<file path="src/rtl/alu_if.sv">
// Request/response handshake bundle between the issue stage and the multicycle ALU.
interface alu_if #(
  parameter int unsigned XLEN = 32
);
  logic            in_valid;
  logic            in_ready;
  logic [3:0]      alu_control;
  logic [XLEN-1:0] operand_a;
  logic [XLEN-1:0] operand_b;
  logic            out_valid;
  logic            out_ready;
  logic [XLEN-1:0] result;
  logic            zero;

  modport master (
    output in_valid, alu_control, operand_a, operand_b, out_ready,
    input  in_ready, out_valid, result, zero
  );

  modport slave (
    input  in_valid, alu_control, operand_a, operand_b, out_ready,
    output in_ready, out_valid, result, zero
  );
endinterface

</file>
<file path="src/rtl/multicycle_alu.sv">
// Execution-stage ALU: single-cycle logic/arith ops, bit-serial shifts (1 bit/cycle),
// valid/ready on both sides, one operation in flight.
module multicycle_alu #(
  parameter int unsigned XLEN = 32,
  parameter int unsigned SHW  = $clog2(XLEN)
) (
  input logic  clk,
  input logic  rst_n,
  alu_if.slave bus
);

  localparam logic [3:0] OP_AND  = 4'd0;
  localparam logic [3:0] OP_OR   = 4'd1;
  localparam logic [3:0] OP_ADD  = 4'd2;
  localparam logic [3:0] OP_SLL  = 4'd3;
  localparam logic [3:0] OP_SRL  = 4'd4;
  localparam logic [3:0] OP_SRA  = 4'd5;
  localparam logic [3:0] OP_SUB  = 4'd6;
  localparam logic [3:0] OP_SLT  = 4'd7;
  localparam logic [3:0] OP_SLTU = 4'd8;
  localparam logic [3:0] OP_XOR  = 4'd9;

  typedef enum logic [1:0] {
    IDLE  = 2'd0,
    SHIFT = 2'd1,
    DONE  = 2'd2
  } state_t;

  state_t          state;
  logic [3:0]      op_q;
  logic [XLEN-1:0] acc;
  logic [SHW-1:0]  cnt;
  logic            in_ready_q;
  logic            out_valid_q;
  logic [XLEN-1:0] result_q;
  logic            zero_q;

  logic [SHW-1:0]  shamt_c;
  logic            is_shift_c;
  logic [XLEN-1:0] single_res_c;
  logic [XLEN-1:0] acc_next_c;

  assign shamt_c    = bus.operand_b[SHW-1:0];
  assign is_shift_c = (bus.alu_control == OP_SLL) || (bus.alu_control == OP_SRL) ||
                      (bus.alu_control == OP_SRA);

  // One-cycle result; shift codes land here only when the shift amount is zero.
  always_comb begin
    single_res_c = '0;
    case (bus.alu_control)
      OP_AND:  single_res_c = bus.operand_a & bus.operand_b;
      OP_OR:   single_res_c = bus.operand_a | bus.operand_b;
      OP_ADD:  single_res_c = bus.operand_a + bus.operand_b;
      OP_SUB:  single_res_c = bus.operand_a - bus.operand_b;
      OP_SLT:  single_res_c = XLEN'($signed(bus.operand_a) < $signed(bus.operand_b));
      OP_SLTU: single_res_c = XLEN'(bus.operand_a < bus.operand_b);
      OP_XOR:  single_res_c = bus.operand_a ^ bus.operand_b;
      OP_SLL, OP_SRL, OP_SRA: single_res_c = bus.operand_a;
      default: single_res_c = '0;
    endcase
  end

  // Single-bit step of the serial shifter, selected by the captured opcode.
  always_comb begin
    acc_next_c = acc;
    case (op_q)
      OP_SLL:  acc_next_c = {acc[XLEN-2:0], 1'b0};
      OP_SRL:  acc_next_c = {1'b0, acc[XLEN-1:1]};
      OP_SRA:  acc_next_c = {acc[XLEN-1], acc[XLEN-1:1]};
      default: acc_next_c = acc;
    endcase
  end

  always_ff @(posedge clk or negedge rst_n) begin
    if (!rst_n) begin
      state       <= IDLE;
      op_q        <= '0;
      acc         <= '0;
      cnt         <= '0;
      in_ready_q  <= 1'b1;
      out_valid_q <= 1'b0;
      result_q    <= '0;
      zero_q      <= 1'b1;
    end else begin
      case (state)
        IDLE: begin
          if (bus.in_valid) begin
            op_q       <= bus.alu_control;
            in_ready_q <= 1'b0;
            if (is_shift_c && (shamt_c != '0)) begin
              acc   <= bus.operand_a;
              cnt   <= shamt_c;
              state <= SHIFT;
            end else begin
              result_q    <= single_res_c;
              zero_q      <= (single_res_c == '0);
              out_valid_q <= 1'b1;
              state       <= DONE;
            end
          end
        end
        SHIFT: begin
          acc <= acc_next_c;
          cnt <= cnt - SHW'(1);
          if (cnt == SHW'(1)) begin
            result_q    <= acc_next_c;
            zero_q      <= (acc_next_c == '0);
            out_valid_q <= 1'b1;
            state       <= DONE;
          end
        end
        DONE: begin
          // Result stays frozen until the consumer takes it.
          if (bus.out_ready) begin
            out_valid_q <= 1'b0;
            in_ready_q  <= 1'b1;
            state       <= IDLE;
          end
        end
        default: begin
          state       <= IDLE;
          in_ready_q  <= 1'b1;
          out_valid_q <= 1'b0;
        end
      endcase
    end
  end

  assign bus.in_ready  = in_ready_q;
  assign bus.out_valid = out_valid_q;
  assign bus.result    = result_q;
  assign bus.zero      = zero_q;

endmodule

</file>
<file path="src/flat_wrapper.sv">
// flat-port wrapper written by rule: the top's interface ports become plain ports
module multicycle_alu_flat 
#(
  parameter int unsigned XLEN = 32,
  parameter int unsigned SHW  = $clog2(XLEN)
)
  (clk, rst_n, bus_in_valid, bus_alu_control, bus_operand_a, bus_operand_b, bus_out_ready, bus_in_ready, bus_out_valid, bus_result, bus_zero);
  alu_if #(.XLEN(XLEN)) bus_i ();
  input logic clk;
  input logic rst_n;
  input wire logic [$bits(bus_i.in_valid)-1:0] bus_in_valid;
  input wire logic [$bits(bus_i.alu_control)-1:0] bus_alu_control;
  input wire logic [$bits(bus_i.operand_a)-1:0] bus_operand_a;
  input wire logic [$bits(bus_i.operand_b)-1:0] bus_operand_b;
  input wire logic [$bits(bus_i.out_ready)-1:0] bus_out_ready;
  output wire logic [$bits(bus_i.in_ready)-1:0] bus_in_ready;
  output wire logic [$bits(bus_i.out_valid)-1:0] bus_out_valid;
  output wire logic [$bits(bus_i.result)-1:0] bus_result;
  output wire logic [$bits(bus_i.zero)-1:0] bus_zero;
  assign bus_i.in_valid = bus_in_valid;
  assign bus_i.alu_control = bus_alu_control;
  assign bus_i.operand_a = bus_operand_a;
  assign bus_i.operand_b = bus_operand_b;
  assign bus_i.out_ready = bus_out_ready;
  assign bus_in_ready = bus_i.in_ready;
  assign bus_out_valid = bus_i.out_valid;
  assign bus_result = bus_i.result;
  assign bus_zero = bus_i.zero;
  multicycle_alu #(.XLEN(XLEN), .SHW(SHW)) u_core (.clk(clk), .rst_n(rst_n), .bus(bus_i));
endmodule
</file>
<file path="config.mk">
export PLATFORM = sky130hd
export DESIGN_NAME = multicycle_alu_flat
export DESIGN_NICKNAME = d
export VERILOG_FILES = /design/src/rtl/alu_if.sv /design/src/rtl/multicycle_alu.sv /design/src/flat_wrapper.sv
export SDC_FILE = /design/constraint.sdc
export NUM_CORES = 1
export LEC_CHECK = 0
export ABC_AREA = 0
export BUFFER_PORTS_ARGS = -buffer_cell sky130_fd_sc_hd__buf_4
export CAP_MARGIN = 20
export CORE_ASPECT_RATIO = 0.5
export CORE_MARGIN = 2
export CORE_UTILIZATION = 50
export CTS_CLUSTER_DIAMETER = 80
export DETAILED_ROUTE_END_ITERATION = 16
export PLACE_DENSITY = 0.7
export SYNTH_ARGS = -nofsm -noshare
export SYNTH_HDL_FRONTEND = slang
export SYNTH_SLANG_ARGS = --single-unit
</file>
<file path="constraint.sdc">
create_clock -name clk -period 5.8 [get_ports clk]
set_input_delay 0.58 -clock clk [delete_from_list [all_inputs] [get_ports clk]]
set_output_delay 0.58 -clock clk [all_outputs]
set_load 0.03 [all_outputs]
</file>
; ---- Yosys cells after proc, flatten, opt, wreduce, memory -nomap -nowiden
; Cells that the tools add are included.
; Widths: inputs -> output; s select.
[op_classes]
n_bitwise = 4
reduce_logical = 16
eq_ne = 20
magnitude_cmp = 2
addsub = 3
mux = 29
[ops]
columns = op, n
row1 = $pmux 32 s8, 1
row2 = $mux 32, 5
row3 = $pmux 32 s2, 2
row4 = $pmux 32 s3, 1
row5 = $logic_not 32->1, 2
row6 = $lt 32x32->1, 2
row7 = $add 32x32->32, 1
row8 = $and 32x32->32, 1
row9 = $or 32x32->32, 1
row10 = $sub 32x32->32, 1
row11 = $xor 32x32->32, 1
row12 = $eq 4x3->1 const B, 6
row13 = $eq 4x2->1 const B, 3
row14 = $mux 5, 2
row15 = $pmux 5 s2, 1
row16 = $mux 1, 9
row17 = $reduce_and 3->1, 3
row18 = $eq 4x4->1 const B, 2
row19 = $mux 2, 4
row20 = $reduce_and 4->1, 2
row21 = $ne 2x2->1 const B, 3
row22 = $pmux 1 s3, 2
row23 = $pmux 2 s3, 1
row24 = $eq 5x1->1 const B, 1
row25 = other kinds (15), 17
[word_totals]
reg_bits = 78
input_bits = 72
wordCells = 82
output_inout_bits = 35

; ---- Depth between registers and ports, before layout
; Gate-level depths: netlist of run 1.
[depth]
word_depth = 7
mapped_depth = 15
mapped_depth_nobuf = 14

; ---- Worst setup path after synthesis of run 1
; OpenSTA, ideal clock, no wires.
[synth_timing]
kind = input -> register
start = input port bus_operand_b[0]
end = register u_core.zero_q, in the netlist u_core.bus.zero
cell_stages = 14
required_time_ns = 5.739
setup_ns = 0.061
arrival_ns = 3.907
path_buffers = 0
path_slack_ns = 1.832
path_cell_list = ha_1 > inv_1 > fa_1 > nand2b_1 > a211oi_1 > nor2b_1 > a221o_1 > a21o_1 > nand4b_1 > or4_1 > or4_1 > nor4_1 > and4_1 > a31o_1
[synth_via]
elab_chain_len = 6
word_cells_on_any_way = 16
cone_classes = add/sub (2) / order compare (2) / eq/ne (1) / mux (4) / bitwise (3) / reduce/logical (4)
[synth_rtl]
columns = element, line
row1 = from (decl), flat_wrapper.sv:14  ; input wire logic [$bits(bus_i.operand_b)-1:0] bus_operand_b;
row2 = $sub 32x32->32 (tied with other cells), multicycle_alu.sv:54  ; OP_SUB: single_res_c = bus.operand_a - bus.operand_b;
row3 = $pmux 32 s8, multicycle_alu.sv:50  ; case (bus.alu_control)
row4 = $logic_not 32->1, multicycle_alu.sv:96  ; zero_q <= (single_res_c == '0);
row5 = $mux 1, multicycle_alu.sv:90  ; if (is_shift_c && (shamt_c != '0)) begin
row6 = $mux 1, multicycle_alu.sv:87  ; if (bus.in_valid) begin
row7 = $pmux 1 s2, multicycle_alu.sv:85  ; case (state)
row8 = to (signal assigned), multicycle_alu.sv:96
row9 = to (signal assigned), multicycle_alu.sv:107  ; zero_q <= (acc_next_c == '0);
row10 = to (decl), multicycle_alu.sv:36  ; logic zero_q;
; Several ways; a longest one is shown, not always the timed one. The select of a mux whose other input is x is not followed.
; A chain may end at the register's enable or synchronous reset.

; ---- Final worst setup path of run 1
[layout_timing]
start = input port bus_operand_b[4]
end = register u_core.zero_q, in the netlist u_core.bus.zero
; Same word-level chain as after synthesis.

==> results of run 1 <==
layout make-up:
type | instances | area share
multi-input combinational | 1122 | 0.648
clock buffer | 10 | 0.0209
clock inverter | 6 | 0.00953
sequential | 78 | 0.171
timing repair buffer | 133 | 0.0875
tap | 266 | 0.0291
inverter | 102 | 0.0335
synthesized netlist by cell type (6+ instances only):
cell type	n	area share
or3_1	15	0.0093
nand2_1	179	0.067
o311ai_0	6	0.0052
ha_1	110	0.14
a31oi_1	10	0.0062
a211o_1	7	0.0061
nor4_1	19	0.012
o221ai_1	13	0.011
or2_2	9	0.0056
and2_1	6	0.0037
dfrtp_1	76	0.19
a22oi_1	38	0.028
nor2b_1	15	0.0093
a221o_1	12	0.012
mux2i_1	9	0.0089
a21o_1	33	0.025
nor3_1	19	0.0094
a21oi_1	90	0.045
o2111ai_1	8	0.0069
o21bai_1	10	0.0074
buf_2	6	0.0030
o21a_1	9	0.0067
o21ai_0	66	0.033
nand3_1	12	0.0060
a2111oi_0	6	0.0052
inv_1	100	0.037
o22ai_1	10	0.0062
clkbuf_1	85	0.032
nand4_1	14	0.0087
o31a_1	6	0.0052
o211ai_1	13	0.0097
nand2b_1	18	0.011
o31ai_1	57	0.042
a221oi_1	16	0.014
nor2_1	163	0.061
a211oi_1	36	0.027
final timing paths:
| path | from | endpoint | slack [ns] | depth (start not counted) |
|---|---|---|---|---|
| worst max-delay path | bus_operand_b[4] | u_core.bus.zero$_DFFE_PN1P_ | 0.92 | 14 |
| worst min-delay path | rst_n | u_core.bus.result[5]$_DFFE_PN0P_ | 0.40 | 1 |
| worst max register to register | u_core.state[0]$_DFFE_PN0P_ | u_core.bus.zero$_DFFE_PN1P_ | 2.18 | 11 |
| worst min register to register | u_core.bus.result[11]$_DFFE_PN0P_ | u_core.bus.result[11]$_DFFE_PN0P_ | 0.47 | 1 |
| max in group asynchronous | rst_n | u_core.bus.result[15]$_DFFE_PN0P_ | 4.77 | 1 |
| min in group clk | u_core.bus.result[11]$_DFFE_PN0P_ | u_core.bus.result[11]$_DFFE_PN0P_ | 0.47 | 1 |
per-layer routing:
layer	vias to the layer above	share of wire
met1	5493	0.46
met5	-	0
met3	67	0.14
li1	5223	-
met2	759	0.38
met4	0	0.020
cell families after synthesis:
family,after synthesis
XOR/XNOR,3
adder cells (fa/ha/maj),112
AO/OA/AOI/OAI,492
multiplexers,14
AND/OR/NAND/NOR,501
flip-flops,78
buffers and inverters,198
power breakdown:
group	switching [mW]	internal, mW
logic	1.37	0.714
registers	0.224	0.795
clock network	0.229	0.431
per-stage QoR:
| step | std cells | worst slack, ns |
|---|---|---|
| global placement | 1698 | 0.867 |
| finish | 1717 | 0.920 |
| global route | 1717 | 0.890 |
| detailed placement | 1699 | 0.907 |
| floorplan | 1398 | 1.83 |
| CTS | 1715 | 1.25 |
sequential cells by signal, indices dropped and copies added (netlist names):
signal and flops:
u_core.bus.result 32, u_core.state 2, u_core.op_q 4, u_core.cnt 5, u_core.bus.out_valid 1, u_core.bus.in_ready 1
u_core.bus.zero 1, u_core.acc 32
==> summary.txt, run 1 <==
Status
  – Run status: complete, no violations

Place
  – Final GP Congestion: 1.04
  – I/O Buffers: 106
  – Dpl cell area: 11,100 sq um
  – Post-DP HPWL: 31,300 um

Synth
  – Multiplexer area fraction after synthesis: 0.0145
  – Compound-Gate Fraction of Synth Area: 0.345
  – Post-synth EDFFs: 0
  – Post-Syn Nets: 1,582
  – Adder-Cell Fraction of Synth Area: 0.140
  – #FFs+latches synth: 78
  – Xor and xnor area share after synthesis: 0.00261
  – Yosys cell types: 83
  – Post-synthesis simple-gate area fraction: 0.229
  – Ys Warns: 0
  – Ys flop type: dfrtp_1
  – Async set-reset flop share out of synthesis: 1.00
  – Largest family of logic cells by synthesized area: compound AO/OA/AOI/OAI gates
  – Post-synthesis sequential area ratio: 0.194
  – Post-Syn Area per Cell: 7.21 sq um
  – Mapped cell area: 10,100 sq um
  – Synthesized instance count: 1,398

Clock network
  – Cts bufs inserted: 9
  – H-tree depth: 3
  – CTS tree: built
  – Worst skew pair latency: 0.34 ns
  – CTS Hold Bufs: 0
  – Clock sinks: 78
  – Clock root cell: clkbuf_16
  – Quantity of gates resized following cts: 0
  – CTS clock-pin slew for the worst setup and hold paths: 0.06 ns
  – Clk buf depth: 2
  – Post-CTS setup buffers: 0

Detailed routing
  – DR pass1 iterations: 5
  – Total Routed Length: 41,600 um
  – Drt drc: 0
  – ANT nets after route: 0
  – 1st-iter DRT viols: 1,852
  – Vias per cell: 6.72
  – WL/cell: 24.2 um
  – Via count: 11,500

Setup path
  – Setup crit start kind: input port
  – Max incr delay on CP: 0.89 ns
  – WP buf/inv: 2
  – Crit. End Element: register
  – Worst EP required: 6.08 ns
  – Slowest CP cell: a222oi_1
  – CP top delay family: simple AND/OR/NAND/NOR gates
  – Critical path, cell by cell: buf_4 -> inv_1 -> ha_1 -> nor2_1 -> a211oi_1 -> a211oi_1 -> nand3b_1 -> a222oi_1 -> nand4b_1 -> or4_1 -> or4_1 -> nor4_1 -> and4_1 -> a31o_1
  – Critical-path maximum fanout: 7
  – Worst setup path class: in2reg
  – Critical Path AT: 5.16 ns

Timing
  – Final max-slew violation count: 0
  – Unrepaired setup endpoints after global routing: false
  – Worst-Margin Slew: 1.07 ns
  – Setup TNS Final: 0 ns
  – Max Fclk: 205 MHz
  – Final hold viol count: 0
  – Relative max-transition margin: 0.280
  – Period Utilization, post-route: 0.841
  – WHS: 0.399 ns
  – Final setup violation count: 0
  – Worst clock skew: 0.00701 ns
  – Min cycle time layout: 4.88 ns

Global route
  – First-pass GRT wire length: 62,800 um
  – GRT Total Usage: 0.384
  – Global route hottest layer: met1
  – Overflow after GRT: 0
  – Vias in the first global route: 10,300
  – GRT met1 Usage: 0.609
  – Largest net degree at the start of global routing: 79
  – Met3 Track Usage GR: 0.0996
  – Met2 Use GR: 0.499
  – Antenna violations before repair: 1

Cells and area
  – Most frequent cells in the layout: nand2_1 (179), nor2_1 (162), buf_4 (130), ha_1 (110), inv_1 (100)
  – Multi-input logic area: 7410 sq um
  – Nets: 1,630
  – Most common cell after layout, fill and taps aside: nand2_1
  – Final Instance Area: 11,400 sq um
  – ANT cells: 0
  – Syn-to-layout area delta: 13.3%
  – Fillers: 1,876
  – Fin util: 0.583
  – Share of post-route cells with drive strength above 1: 0.125
  – Seq. cell area: 1950 sq um

Die
  – Rows: 36
  – Die H: 104 um
  – Die footprint: 21,400 sq um
  – Core area: 19,600 sq um
  – Starting density of the core: 0.515
  – IO Pins: 107
  – Die width: 205 um

Job
  – Max_cap viols: 0

Power
  – Worst VDD drop: 0.235 mV
  – Power per cell area: 329 nW/um^2
  – Pleak: 5.38 nW
  – Power consumption: 3.76 mW

Worst hold path
  – Hold Crit Class: in2async
Note: power is estimated with default switching activity, not from simulation.
==> inputs of run 2 (changes only) <==
Clock period 5.8 ns to 4.67 ns, I/O delays scaled along.
==> summary.txt, run 2 (synthesized netlist as in run 1, its figures left out) <==
Power
  – Power per cell area: 393 nW/um^2 (+19%)
  – Pleak: 5.53 nW (+2.9%)
  – Worst VDD drop: 0.218 mV (-7.5%)

Timing
  – Setup TNS Final: 0 ns (unchanged)
  – WHS: 0.284 ns (-0.115 ns)
  – Final max-slew violation count: 0 (unchanged)
  – Unrepaired setup endpoints after global routing: false
  – Final setup violation count: 0 (unchanged)
  – Max Fclk: 233 MHz
  – Worst clock skew: 0.00567 ns (-0.00133 ns)
  – Final hold viol count: 0 (unchanged)
  – Worst-Margin Slew: 1.04 ns (-0.0271 ns)
  – Min cycle time layout: 4.29 ns
  – Relative max-transition margin: 0.305 (+0.0252)
  – Period Utilization, post-route: 0.918

Setup path
  – CP Launch Point: bus_operand_a[0]
  – Reg2reg start: u_core.state[0]$_DFFE_PN0P_
  – Worst setup path class: in2reg
  – Crit. End Element: register
  – Critical Path AT: 4.56 ns (-0.60 ns)
  – RR Endpoint: u_core.bus.zero$_DFFE_PN1P_
  – Setup crit start kind: input port
  – Critical path destination: u_core.bus.zero$_DFFE_PN1P_
  – Critical-path maximum fanout: 4 (-3)
  – Worst Reg-to-Reg Cells: 11 (unchanged)
  – Worst EP required: 4.94 ns (-1.14 ns)
  – Worst reg-to-reg setup slack: 0.87 ns (-1.31 ns)

Die
  – Starting density of the core: 0.515 (unchanged)
  – Die H: 104 um (unchanged)
  – Die footprint: 21,400 sq um (unchanged)
  – IO Pins: 107 (unchanged)
  – Die width: 205 um (unchanged)
  – Core area: 19,600 sq um (unchanged)
  – Rows: 36 (unchanged)

Clock network
  – H-tree depth: 3 (unchanged)
  – Clk buf depth: 2 (unchanged)
  – Cts bufs inserted: 9 (unchanged)
  – CTS clock-pin slew for the worst setup and hold paths: 0.05 ns (about the same)
  – Quantity of gates resized following cts: 0 (unchanged)
  – Clock sinks: 78 (unchanged)
  – Worst skew pair latency: 0.33 ns (about the same)
  – Clock root cell: clkbuf_16
  – CTS tree: built

Detailed routing
  – Drt drc: 0 (unchanged)
  – WL/cell: 24.3 um (+0.29%)
  – DR pass1 iterations: 6 (+1)
  – Total Routed Length: 42,600 um (+2.5%)
  – ANT nets after route: 0 (unchanged)
  – Via count: 11,800 (+2.2%)
  – 1st-iter DRT viols: 1,463 (-21%)
  – Vias per cell: 6.72 (about the same)

Place
  – Post-DP HPWL: 33,100 um (+5.5%)
  – I/O Buffers: 106 (unchanged)
  – Final GP Congestion: 1.01 (-2.9%)
  – Placed instance count: 1,739 (+2.4%)

Cells and area
  – Syn-to-layout area delta: 15.5%
  – Non-filler cells, final: 1,755 (+2.2%)
  – ANT cells: 0 (unchanged)
  – Most frequent cells in the layout: nand2_1 (179), buf_4 (172), nor2_1 (162), ha_1 (110), inv_1 (100)
  – Most common cell after layout, fill and taps aside: nand2_1
  – Share of post-route cells with drive strength above 1: 0.148 (+0.0230)
  – Nets: 1,670 (+2.5%)

Worst hold path
  – Hold Crit Class: in2async

Global route
  – Overflow after GRT: 0 (unchanged)
  – First-pass GRT wire length: 64,200 um (+2.3%)
  – GRT Total Usage: 0.393 (+0.00843)
  – Largest net degree at the start of global routing: 79 (unchanged)
  – Vias in the first global route: 10,800 (+4.9%)
  – Antenna violations before repair: 2 (+1)

Job
  – Max_cap viols: 0 (unchanged)

Status
  – Run status: complete, no violations
## run 2: changes by cell type in the layout (fill, tap and decap cells not counted), sizes merged
cell / change
dlymetal6s2s: -1
buf: +41
bufinv: -3
clkinv: -2
clkbuf: +3
## run 2: layout make-up
cell class	instances	area [sq um]
Clock buffer	13	270
Timing Repair Buffer	173	1300
Fill cell	1838	7940
Multi-Input combinational cell	1122	7410
Tap cell	266	333
Inverter	102	383
Clock inverter	1	5.00
Sequential cell	78	1950
## run 2: power by group
part / switching [mW] / internal [mW]
logic: 1.73 / 0.929
clock network: 0.252 / 0.396
registers: 0.285 / 0.988
total: 2.27 / 2.31
## run 2: metal layers
metal	global-route usage	up-vias	wire, um
met5	0	-	12
met4	0.0868	2	818
met3	0.146	87	6690
met2	0.528	762	16600
met1	0.582	5628	18500
li1	-	5317	-
## run 2: what timing repair did
item	4_1_cts	5_1_grt
hold buffers	0	0
buffers inserted	0	1
endpoints found under the hold margin	0	0
endpoints found under the setup margin	0	1
## run 2: stage by stage
step | cell area, sq um | util | setup slack, ns | power (mW)
after floorplan | 10100 | - | 0.815 | 2.89
after global placement | 11400 | 0.580 | 0.0952 | 3.78
after detailed placement | 11400 | 0.580 | 0.0104 | 3.84
after CTS | 11600 | 0.594 | 0.324 | 4.50
after global routing | 11600 | 0.595 | 0.207 | 4.87
final | 11600 | 0.595 | 0.381 | 4.58
## run 2: worst max-delay path: stages
cell and delay [ns]:
buf_4 0.11, ha_1 0.20, inv_1 0.07, fa_1 0.42, nand2b_1 0.20, a211oi_1 0.26, buf_4 0.18, o21a_1 0.15
o2111ai_1 0.13, a22oi_1 0.20, o21ai_0 0.31, or4_1 0.64, or4_1 0.52, nor4_1 0.26, and4_1 0.28, a31o_1 0.15
## run 2: worst min-delay path by stage
stage	from	to	slack (ns)
2_1_floorplan	rst_n	u_core.acc[0]$_DFFE_PN0P_	0.17
3_3_place_gp	u_core.bus.result[13]$_DFFE_PN0P_	u_core.bus.result[13]$_DFFE_PN0P_	0.45
3_5_place_dp	u_core.bus.result[13]$_DFFE_PN0P_	u_core.bus.result[13]$_DFFE_PN0P_	0.46
4_1_cts	rst_n	u_core.bus.result[5]$_DFFE_PN0P_	0.34
5_1_grt	rst_n	u_core.cnt[2]$_DFFE_PN0P_	0.39
6_report	rst_n	u_core.cnt[3]$_DFFE_PN0P_	0.28
==> inputs of run 3 (changes only) <==
Settings changed: SETUP_SLACK_MARGIN set to 0.5.
==> summary.txt, run 3 (synthesized netlist as in run 1, its figures left out) <==
Cells and area
  – Share of post-route cells with drive strength above 1: 0.162 (+0.0139)
  – Most frequent cells in the layout: nand2_1 (179), buf_4 (174), nor2_1 (161), ha_1 (107), inv_1 (100)
  – ANT cells: 0 (unchanged)
  – Nets: 1,672 (+0.12%)
  – Most common cell after layout, fill and taps aside: nand2_1
  – Fillers: 1,830 (-0.44%)
  – Syn-to-layout area delta: 16.5%

Timing
  – Min cycle time layout: 4.14 ns (-0.145 ns)
  – WHS: 0.295 ns (+0.0102 ns)
  – Period Utilization, post-route: 0.887 (-0.0311)
  – Worst clock skew: 0.00458 ns (-0.00109 ns)
  – Final setup violation count: 0 (unchanged)
  – Unrepaired setup endpoints after global routing: false
  – Setup TNS Final: 0 ns (unchanged)
  – Max Fclk: 241 MHz (+3.5%)
  – Worst-Margin Slew: 1.11 ns (+0.0737 ns)
  – Relative max-transition margin: 0.256 (-0.0493)
  – Final hold viol count: 0 (unchanged)
  – Final max-slew violation count: 0 (unchanged)

Global route
  – Overflow after GRT: 0 (unchanged)
  – Largest net degree at the start of global routing: 79 (unchanged)
  – GRT Total Usage: 0.393 (about the same)
  – Antenna violations before repair: 2 (unchanged)
  – Vias in the first global route: 10,800 (+0.15%)
  – First-pass GRT wire length: 64,300 um (+0.13%)

Worst hold path
  – Hold Crit Class: in2async

Clock network
  – Clock root cell: clkbuf_16
  – Clk buf depth: 2 (unchanged)
  – CTS tree: built
  – H-tree depth: 3 (unchanged)
  – CTS clock-pin slew for the worst setup and hold paths: 0.05 ns (about the same)
  – Clock sinks: 78 (unchanged)
  – Cts bufs inserted: 9 (unchanged)
  – Worst skew pair latency: 0.33 ns (about the same)

Power
  – Power consumption: 4.60 mW (+0.45%)
  – Pleak: 5.55 nW (+0.34%)
  – Power per cell area: 391 nW/um^2 (-0.42%)
  – Worst VDD drop: 0.218 mV (+0.17%)

Setup path
  – Worst reg-to-reg setup slack: 1.06 ns (+0.19 ns)
  – Crit. End Element: register
  – Critical Path AT: 4.42 ns (-0.14 ns)
  – Setup crit start kind: input port
  – Worst setup path class: in2reg
  – Critical-path maximum fanout: 4 (unchanged)
  – Worst EP required: 4.94 ns (about the same)

Die
  – Die H: 104 um (unchanged)
  – Core area: 19,600 sq um (unchanged)
  – Rows: 36 (unchanged)
  – Die width: 205 um (unchanged)
  – Die footprint: 21,400 sq um (unchanged)
  – IO Pins: 107 (unchanged)
  – Starting density of the core: 0.515 (unchanged)

Detailed routing
  – Via count: 11,800 (-0.12%)
  – 1st-iter DRT viols: 1,393 (-4.8%)
  – WL/cell: 24.3 um (about the same)
  – Total Routed Length: 42,700 um (+0.13%)
  – DR pass1 iterations: 6 (unchanged)
  – Vias per cell: 6.71 (-0.23%)
  – Drt drc: 0 (unchanged)
  – ANT nets after route: 0 (unchanged)

Place
  – Final GP Congestion: 1.01 (unchanged)
  – I/O Buffers: 106 (unchanged)
  – Post-DP HPWL: 33,100 um (unchanged)

Status
  – Run status: complete, no violations

Job
  – Max_cap viols: 0 (unchanged)
[run 3: final timing paths]
| path | start | end | depth (start not counted) |
|---|---|---|---|
| setup / recovery | bus_operand_a[0] | u_core.bus.zero$_DFFE_PN1P_ | 16 |
| hold / removal | rst_n | u_core.cnt[3]$_DFFE_PN0P_ | 1 |
| setup reg to reg | u_core.state[0]$_DFFE_PN0P_ | u_core.bus.zero$_DFFE_PN1P_ | 11 |
| hold reg to reg | u_core.bus.result[13]$_DFFE_PN0P_ | u_core.bus.result[13]$_DFFE_PN0P_ | 2 |
| max in group asynchronous | rst_n | u_core.acc[17]$_DFFE_PN0P_ | 1 |
| min in group clk | bus_out_ready | u_core.state[1]$_DFFE_PN0P_ | 4 |
[run 3: routing by layer]
| layer | GRT usage | part of all wire | routed length [um] | up-vias |
|---|---|---|---|---|
| met2 | 0.529 | 0.39 | 16800 | 746 |
| met4 | 0.0858 | 0.020 | 835 | 2 |
| met1 | 0.582 | 0.44 | 18800 | 5644 |
| met5 | 0 | 0.00028 | 12 | - |
| li1 | - | - | - | 5312 |
| met3 | 0.146 | 0.15 | 6310 | 78 |
[run 3: report_power, final]
group | switching (mW) | total [mW] | internal, mW | leakage [nW]
sequential | 0.284 | 1.27 | 0.988 | 0.972
clock | 0.254 | 0.650 | 0.397 | 0.138
combinational | 1.74 | 2.68 | 0.938 | 4.44
total | 2.28 | 4.60 | 2.32 | 5.55
[run 3: layout make-up]
type	count	area, sq um	area share
Sequential cell	78	1950	0.166
Clock inverter	1	5.00	0.000426
Clock buffer	13	270	0.0230
Tap cell	266	333	0.0283
Multi-Input combinational cell	1122	7490	0.638
Inverter	102	383	0.0326
Timing Repair Buffer	175	1310	0.112
[run 3: through the flow]
stage | instance area (sq um) | setup WS, ns | instances | util
after floorplan | 10100 | 0.815 | 1398 | -
after global placement | 11400 | 0.0952 | 1739 | 0.580
after detailed placement | 11400 | 0.0104 | 1739 | 0.580
after CTS | 11700 | 0.502 | 1755 | 0.595
after global routing | 11800 | 0.457 | 1757 | 0.600
final | 11800 | 0.526 | 1757 | 0.600
[run 3: worst max-delay path: stages]
cell and delay, ns:
buf_4 0.11, ha_1 0.20, inv_1 0.07, fa_2 0.36, nand2b_1 0.21, a211oi_2 0.28
buf_4 0.18, nor2b_1 0.06, a221o_1 0.30, a21o_1 0.20, nand4b_1 0.18, or4_1 0.57
or4_1 0.52, nor4_1 0.27, and4_1 0.29, a31o_1 0.16
[run 3: timing repair]
item / 4_1_cts / 5_1_grt
setup buffers: 2 / 1
hold endpoints to repair: 0 / 0
endpoints found under the setup margin: 1 / 4
hold buffers: 0 / 0
pin swaps: 1 / 4
resized for setup: 1 / 27
